===== src/rtl/exception_wb_stage.sv =====
// Carries execute-stage exception codes through X/M and M/W, redirects the writeback to $rstatus,
// and tracks a sticky pending/overrun status with ack. Optional commit counter: define EXC_COUNT_EN.
module exception_wb_stage #(
  parameter logic [4:0] RSTATUS_ADDR = 5'd30,
  parameter int         CNT_W        = 16
) (
  input  logic             clock,
  input  logic             reset,
  input  logic             stall,
  input  logic             flush,
  input  logic             valid_x,
  input  logic [2:0]       exc_x,
  input  logic             wb_we_in,
  input  logic [4:0]       wb_addr_in,
  input  logic [31:0]      wb_data_in,
  output logic             wb_we,
  output logic [4:0]       wb_addr,
  output logic [31:0]      wb_data,
  output logic             exc_pending,
  output logic [2:0]       exc_code,
  output logic             exc_overrun,
  input  logic             exc_ack,
  output logic [CNT_W-1:0] exc_count
);

  typedef enum logic {IDLE = 1'b0, PEND = 1'b1} state_t;

  logic [2:0] xm_exc;
  logic [2:0] mw_exc;
  logic       commit;
  state_t     state;

  // Flush wins over stall for X/M only; M/W simply holds while stalled.
  always_ff @(posedge clock) begin
    if (reset) begin
      xm_exc <= 3'd0;
      mw_exc <= 3'd0;
    end else begin
      if (flush)       xm_exc <= 3'd0;
      else if (!stall) xm_exc <= valid_x ? exc_x : 3'd0;
      if (!stall)      mw_exc <= xm_exc;
    end
  end

  // Override stays asserted during stall; rewriting r30 with the same code is harmless.
  always_comb begin
    wb_we   = wb_we_in;
    wb_addr = wb_addr_in;
    wb_data = wb_data_in;
    if (mw_exc != 3'd0) begin
      wb_we   = 1'b1;
      wb_addr = RSTATUS_ADDR;
      wb_data = {29'b0, mw_exc};
    end
  end

  assign commit = (mw_exc != 3'd0) && !stall;

  always_ff @(posedge clock) begin
    if (reset) begin
      state       <= IDLE;
      exc_code    <= 3'd0;
      exc_overrun <= 1'b0;
    end else begin
      case (state)
        IDLE: begin
          if (commit) begin
            state    <= PEND;
            exc_code <= mw_exc;
          end
        end
        PEND: begin
          if (commit) begin
            exc_code    <= mw_exc;
            exc_overrun <= !exc_ack;
          end else if (exc_ack) begin
            state       <= IDLE;
            exc_overrun <= 1'b0;
          end
        end
        default: state <= IDLE;
      endcase
    end
  end

  assign exc_pending = (state == PEND);

`ifdef EXC_COUNT_EN
  logic [CNT_W-1:0] cnt;

  always_ff @(posedge clock) begin
    if (reset)                     cnt <= '0;
    else if (commit && cnt != '1)  cnt <= cnt + CNT_W'(1);
  end

  assign exc_count = cnt;
`else
  assign exc_count = '0;
`endif

endmodule


===== config.mk =====
export PLATFORM = sky130hd
export DESIGN_NAME = exception_wb_stage
export DESIGN_NICKNAME = d
export VERILOG_FILES = /design/src/rtl/exception_wb_stage.sv
export SDC_FILE = /design/constraint.sdc
export NUM_CORES = 1
export LEC_CHECK = 0
export CAP_MARGIN = 20
export CELL_PAD_IN_SITES_DETAIL_PLACEMENT = 1
export CELL_PAD_IN_SITES_GLOBAL_PLACEMENT = 2
export CORE_UTILIZATION = 11
export CTS_BUF_LIST = sky130_fd_sc_hd__clkbuf_4
export DETAILED_ROUTE_END_ITERATION = 10
export PLACE_DENSITY = 0.74
export SYNTH_ARGS = -nofsm -noshare
export SYNTH_HDL_FRONTEND = slang
export SYNTH_SLANG_ARGS = --single-unit

===== constraint.sdc =====
create_clock -name clock -period 1.2 [get_ports clock]
set_clock_uncertainty 0.05 [all_clocks]
set_input_delay 0.12 -clock clock [delete_from_list [all_inputs] [get_ports clock]]
set_output_delay 0.12 -clock clock [all_outputs]
set_load 0.02 [all_outputs]

==> After elaboration in Yosys (flattened, before gate mapping) <==
Index checks and enable logic that the tools add are counted.
{ "word_totals": {"reg_bits": 11, "latchBits": 0, "ram_bits": 0, "romBits": 0, "in_bits": 47, "out_inout_bits": 59, "wordCells": 24, "memories": 0} }
{ "op_classes": {"n_addsub": 0, "multipliers": 0, "n_div": 0, "order_cmp": 0, "n_eq_ne": 0, "shift": 0, "mux": 11, "bitwise_logic": 1, "reduce_logical": 7} }
{ "ops": {"columns": ["op", "n"], "rows": [
  ["two-way mux 32 bit", 1],
  ["two-way mux 1 bit", 6],
  ["two-way mux 3 bit", 2],
  ["two-way mux 5 bit", 1],
  ["nonzero test 3 bit", 1],
  ["zero test 1 bit", 2],
  ["one-hot mux 1 bit (2 select lines)", 1],
  ["AND reduction 2 bit", 1],
  ["nonzero test 2 bit", 1],
  ["OR reduction 2 bit", 1],
  ["logical AND 1 bit", 1],
  ["NOT 1 bit", 1]
]} }

==> Longest topological paths before layout <==
{ "depth": {"word_depth": 4, "mapped_depth": 4, "depth_no_buf": 2} }

==> Worst setup path before layout <==
No wires, ideal clock.
{ "synth_path": {"path_kind": "flip-flop to output port", "startpoint": "register mw_exc[0]", "endpoint": "output port wb_data[10]", "t_arrival_ns": 1.097, "required_ns": 1.030, "setup_slack_ns": -0.067, "path_stages_with_launch": 5, "n_path_buf": 2, "path_cell_list": "dfxtp_1 nor3_2 buf_4 clkbuf_2 and2_1"} }
{ "synth_between": {"elab_chain_len": 2} }
{ "synth_lines": {"columns": ["item", "line_no", "rtl"], "rows": [
  ["from (decl)", "29", "logic [2:0] mw_exc;"],
  ["from (signal assigned)", "41", "if (!stall) mw_exc <= xm_exc;"],
  ["nonzero test 3 bit", "50", "if (mw_exc != 3'd0) begin"],
  ["two-way mux 32 bit", "50", null],
  ["to (decl)", "18", "output logic [31:0] wb_data,"]
]} }
Every way passes these cells.

==> Final worst setup path <==
{ "layout_path": {"startpoint": "register mw_exc[0]", "endpoint": "output port wb_we"} }
{ "layout_between": {"elab_chain_len": 2} }
{ "layout_lines": {"columns": ["item", "line_no", "rtl"], "rows": [
  ["nonzero test 3 bit", "50", null],
  ["two-way mux 1 bit", "50", null],
  ["to (decl)", "16", "output logic wb_we,"]
]} }
Every way passes these cells.

==> results.sh <==
export IMPL_status="finished with violations"
export IMPL_violations="setup timing"
export IMPL_drt_iter0_drc=7
export IMPL_slowest_delay_ns=0.34
export IMPL_final_cell_mix="46 x clkdlybuf4s50_1, 33 x buf_6, 21 x and2_4"
export IMPL_routabilityCongestion=0.659
export IMPL_synth_edf_count=0
export IMPL_ir_worst_vdd_mv=0.374
export IMPL_whs_ns=0.378
export IMPL_leakagePower_nw=1.02
export IMPL_rows=32
export IMPL_fmax_ghz=0.614
export IMPL_grt_max_degree=13
export IMPL_numCtsBuffers=3
export IMPL_holdPathEnd="xm_exc[1]$_SDFFE_PP0N_"
export IMPL_yosys_warnings=0
export IMPL_yosysSeqAreaShare_pct=24.7
export IMPL_crit_type="flop to output port"
export IMPL_antenna_found_initial=0
export IMPL_period_needed_ns=1.63
export IMPL_ios=106
export IMPL_die_area_um2=8460
export IMPL_io_buffers=89
export IMPL_rr_endpoint="exc_code[0]$_SDFFE_PP0P_"
export IMPL_yosys_most_used_dff="dfxtp_1"
export IMPL_synth_seq_cells=11
export IMPL_worst_r2r_cell_count=4
export IMPL_slowest_stage="dfxtp_2"
export IMPL_h_tree_depth=1
export IMPL_hp_start="exc_x[1]"
export IMPL_clk_pin_slew_ns=0.08
export IMPL_gr_usage_met1_pct=8.59
export IMPL_ff2ff_setup_slack_ns=-0.17
export IMPL_diodes=0
export IMPL_hold_viol=0
export IMPL_worst_slack_ns=-0.430
export IMPL_antenna_left=0
export IMPL_cp_arrival_ns=1.46
export IMPL_grt_remaining_overflow=0
export IMPL_num_vias=1112
export IMPL_dpl_hpwl_um=2750
export IMPL_r2r_start="mw_exc[1]$_SDFFE_PP0N_"
export IMPL_path_max_fanout=7
export IMPL_tritoncts="built"
export IMPL_grt_pass1_vias=1120
export IMPL_met3_usage_pct=3.23
export IMPL_critical_path_required_ns=1.03
export IMPL_dr_pass1_iters=4
export IMPL_clock_sinks=11
export IMPL_rsz0062_at_grt="true"
export IMPL_drc=0
export IMPL_setup_violations=41
export IMPL_path_cells="nor3_4 > buf_6 > buf_12 > or2b_1 > buf_6"
export IMPL_synth_distinct_cells=27
export IMPL_coreArea_um2=7770
export IMPL_powerDensity_nw_per_um2=601
export IMPL_finalCritPeriodShare_pct=136
export IMPL_start_util_pct=11.5
export IMPL_final_common_cell="clkdlybuf4s50_1"
export IMPL_die_height_um=92.0
export IMPL_wirelength_um=3490
export IMPL_clk_root_buffer_cell="clkbuf_4"
export IMPL_clock_path_buffers=2
export IMPL_syn_area_per_cell_um2=8.10
export IMPL_fillers=918
export IMPL_setup_tns_ns=-13.49
export IMPL_end_kind="output port"
export IMPL_wl_per_cell_um=10.8
export IMPL_max_cap_violations=0
export IMPL_gr_usage_met2_pct=14.4
export IMPL_track_usage_pct=7.91
export IMPL_finalMaxSlewViolations=0
export IMPL_die_w_um=92.0
export IMPL_crit_top_cell="buf_6"
export IMPL_min_path_cells=3
export IMPL_fin_nets=268
export IMPL_async_flop_share_pct=0
export IMPL_drive_gt1_share_pct=47.7
export IMPL_busiest_layer="met2"
export IMPL_postSynthCellCount=110
export IMPL_clk_latency_ns=0.28
export IMPL_cp_start_kind="flop"
export IMPL_routed_via_density=3.45
export IMPL_area_growth_pct=150
export IMPL_hold_class="input port to flop"
export IMPL_grt_pass1_wl_um=5290
export IMPL_syn_area_um2=891
-- logic make-up (layout without fill, tap and decap cells) --
family | Yosys count | count (layout) | synth area share (%)
and+or+nand+nor | 59 | 59 | 41.0
buffers and inverters | 25 | 120 | 19.7
AOI/OAI and AO/OA | 11 | 11 | 10.8
DFF | 11 | 11 | 24.7
muxes | 3 | 3 | 3.37
other | 1 | 16 | 0.421
-- cells in the mapped netlist, types with 2 or more instances --
| cell type | instances | area, um^2 |
|---|---|---|
| a21o_1 | 2 | 15.0 |
| a21oi_1 | 4 | 20.0 |
| a221oi_2 | 3 | 45.0 |
| and2_1 | 30 | 188 |
| buf_4 | 17 | 128 |
| buf_6 | 2 | 22.5 |
| clkbuf_2 | 2 | 10.0 |
| dfxtp_1 | 11 | 220 |
| inv_1 | 3 | 11.3 |
| mux2i_1 | 3 | 30.0 |
| nand2_1 | 3 | 11.3 |
| nand2b_1 | 4 | 25.0 |
| nand3b_1 | 3 | 22.5 |
| nor2_1 | 8 | 30.0 |
| or2b_1 | 3 | 22.5 |
-- registers in the layout, summed over array words and instances (netlist names) --
name / flops
exc_code: 3
mw_exc: 3
xm_exc: 3
exc_pending: 1
exc_overrun: 1
-- per-layer routing --
layer  wire (um)  vias to the layer above  share of wire (%)
met5           0                        -                  0
met4          23                        0               0.66
met3         352                        4                 10
met2        1870                       62                 54
met1        1240                      508                 36
li1            -                      538                  -
-- layout make-up --
| cell class | count | area (um^2) | area share (%) |
|---|---|---|---|
| well taps | 102 | 128 | 5.73 |
| flip-flops and latches | 11 | 226 | 10.2 |
| multi-input cells | 89 | 657 | 29.5 |
| clock buffers | 4 | 30.0 | 1.35 |
| inverters | 3 | 11.3 | 0.505 |
| repair buffers | 113 | 1180 | 52.8 |
-- power by group --
group          switching [W]  internal, W  leakage (nW)
clock network       0.000135     0.000152        0.0184
logic               0.000284     0.000398         0.912
registers         0.00000279     0.000367        0.0906
-- critical path, delay by kind of cell (launching register included) --
family | cells | cell delay [ns]
flops | 1 | 0.34
buf+inv | 3 | 0.39
simple gates | 2 | 0.45
-- timing repair --
item / in CTS / in global routing
hold buffers: 0 / 0
cloned: 2 / 1
gates resized for setup: 232 / 5
endpoints found under the hold margin: 0 / 0
pin swaps: 14 / 16
setup buffers: 7 / 7
endpoints found under the setup margin: 46 / 42
-- through the flow --
stage | setup slack [ns] | utilization [%] | power, W | area (um^2) | instances
3_5_place_dp | -0.535 | 25.1 | 0.00101 | 1950 | 304
5_1_grt | -0.503 | 28.7 | 0.00140 | 2230 | 322
6_report | -0.430 | 28.7 | 0.00134 | 2230 | 322
4_1_cts | -0.459 | 27.6 | 0.00134 | 2140 | 316
3_3_place_gp | -0.486 | 25.1 | 0.00100 | 1950 | 304
2_1_floorplan | 0.0206 | - | 0.000718 | 1020 | 125
-- worst max-delay path by stage --
stage,startpoint,to,slack [ns],depth (start not counted)
after floorplan,mw_exc[2]$_SDFFE_PP0N_,wb_data[10],0.02,4
after global placement,mw_exc[2]$_SDFFE_PP0N_,wb_data[26],-0.49,4
after detailed placement,mw_exc[2]$_SDFFE_PP0N_,wb_data[14],-0.54,4
after CTS,mw_exc[0]$_SDFFE_PP0N_,wb_we,-0.46,5
after global routing,mw_exc[0]$_SDFFE_PP0N_,wb_we,-0.50,5
final,mw_exc[0]$_SDFFE_PP0N_,wb_we,-0.43,5
Power figures use the tool's default switching activity.
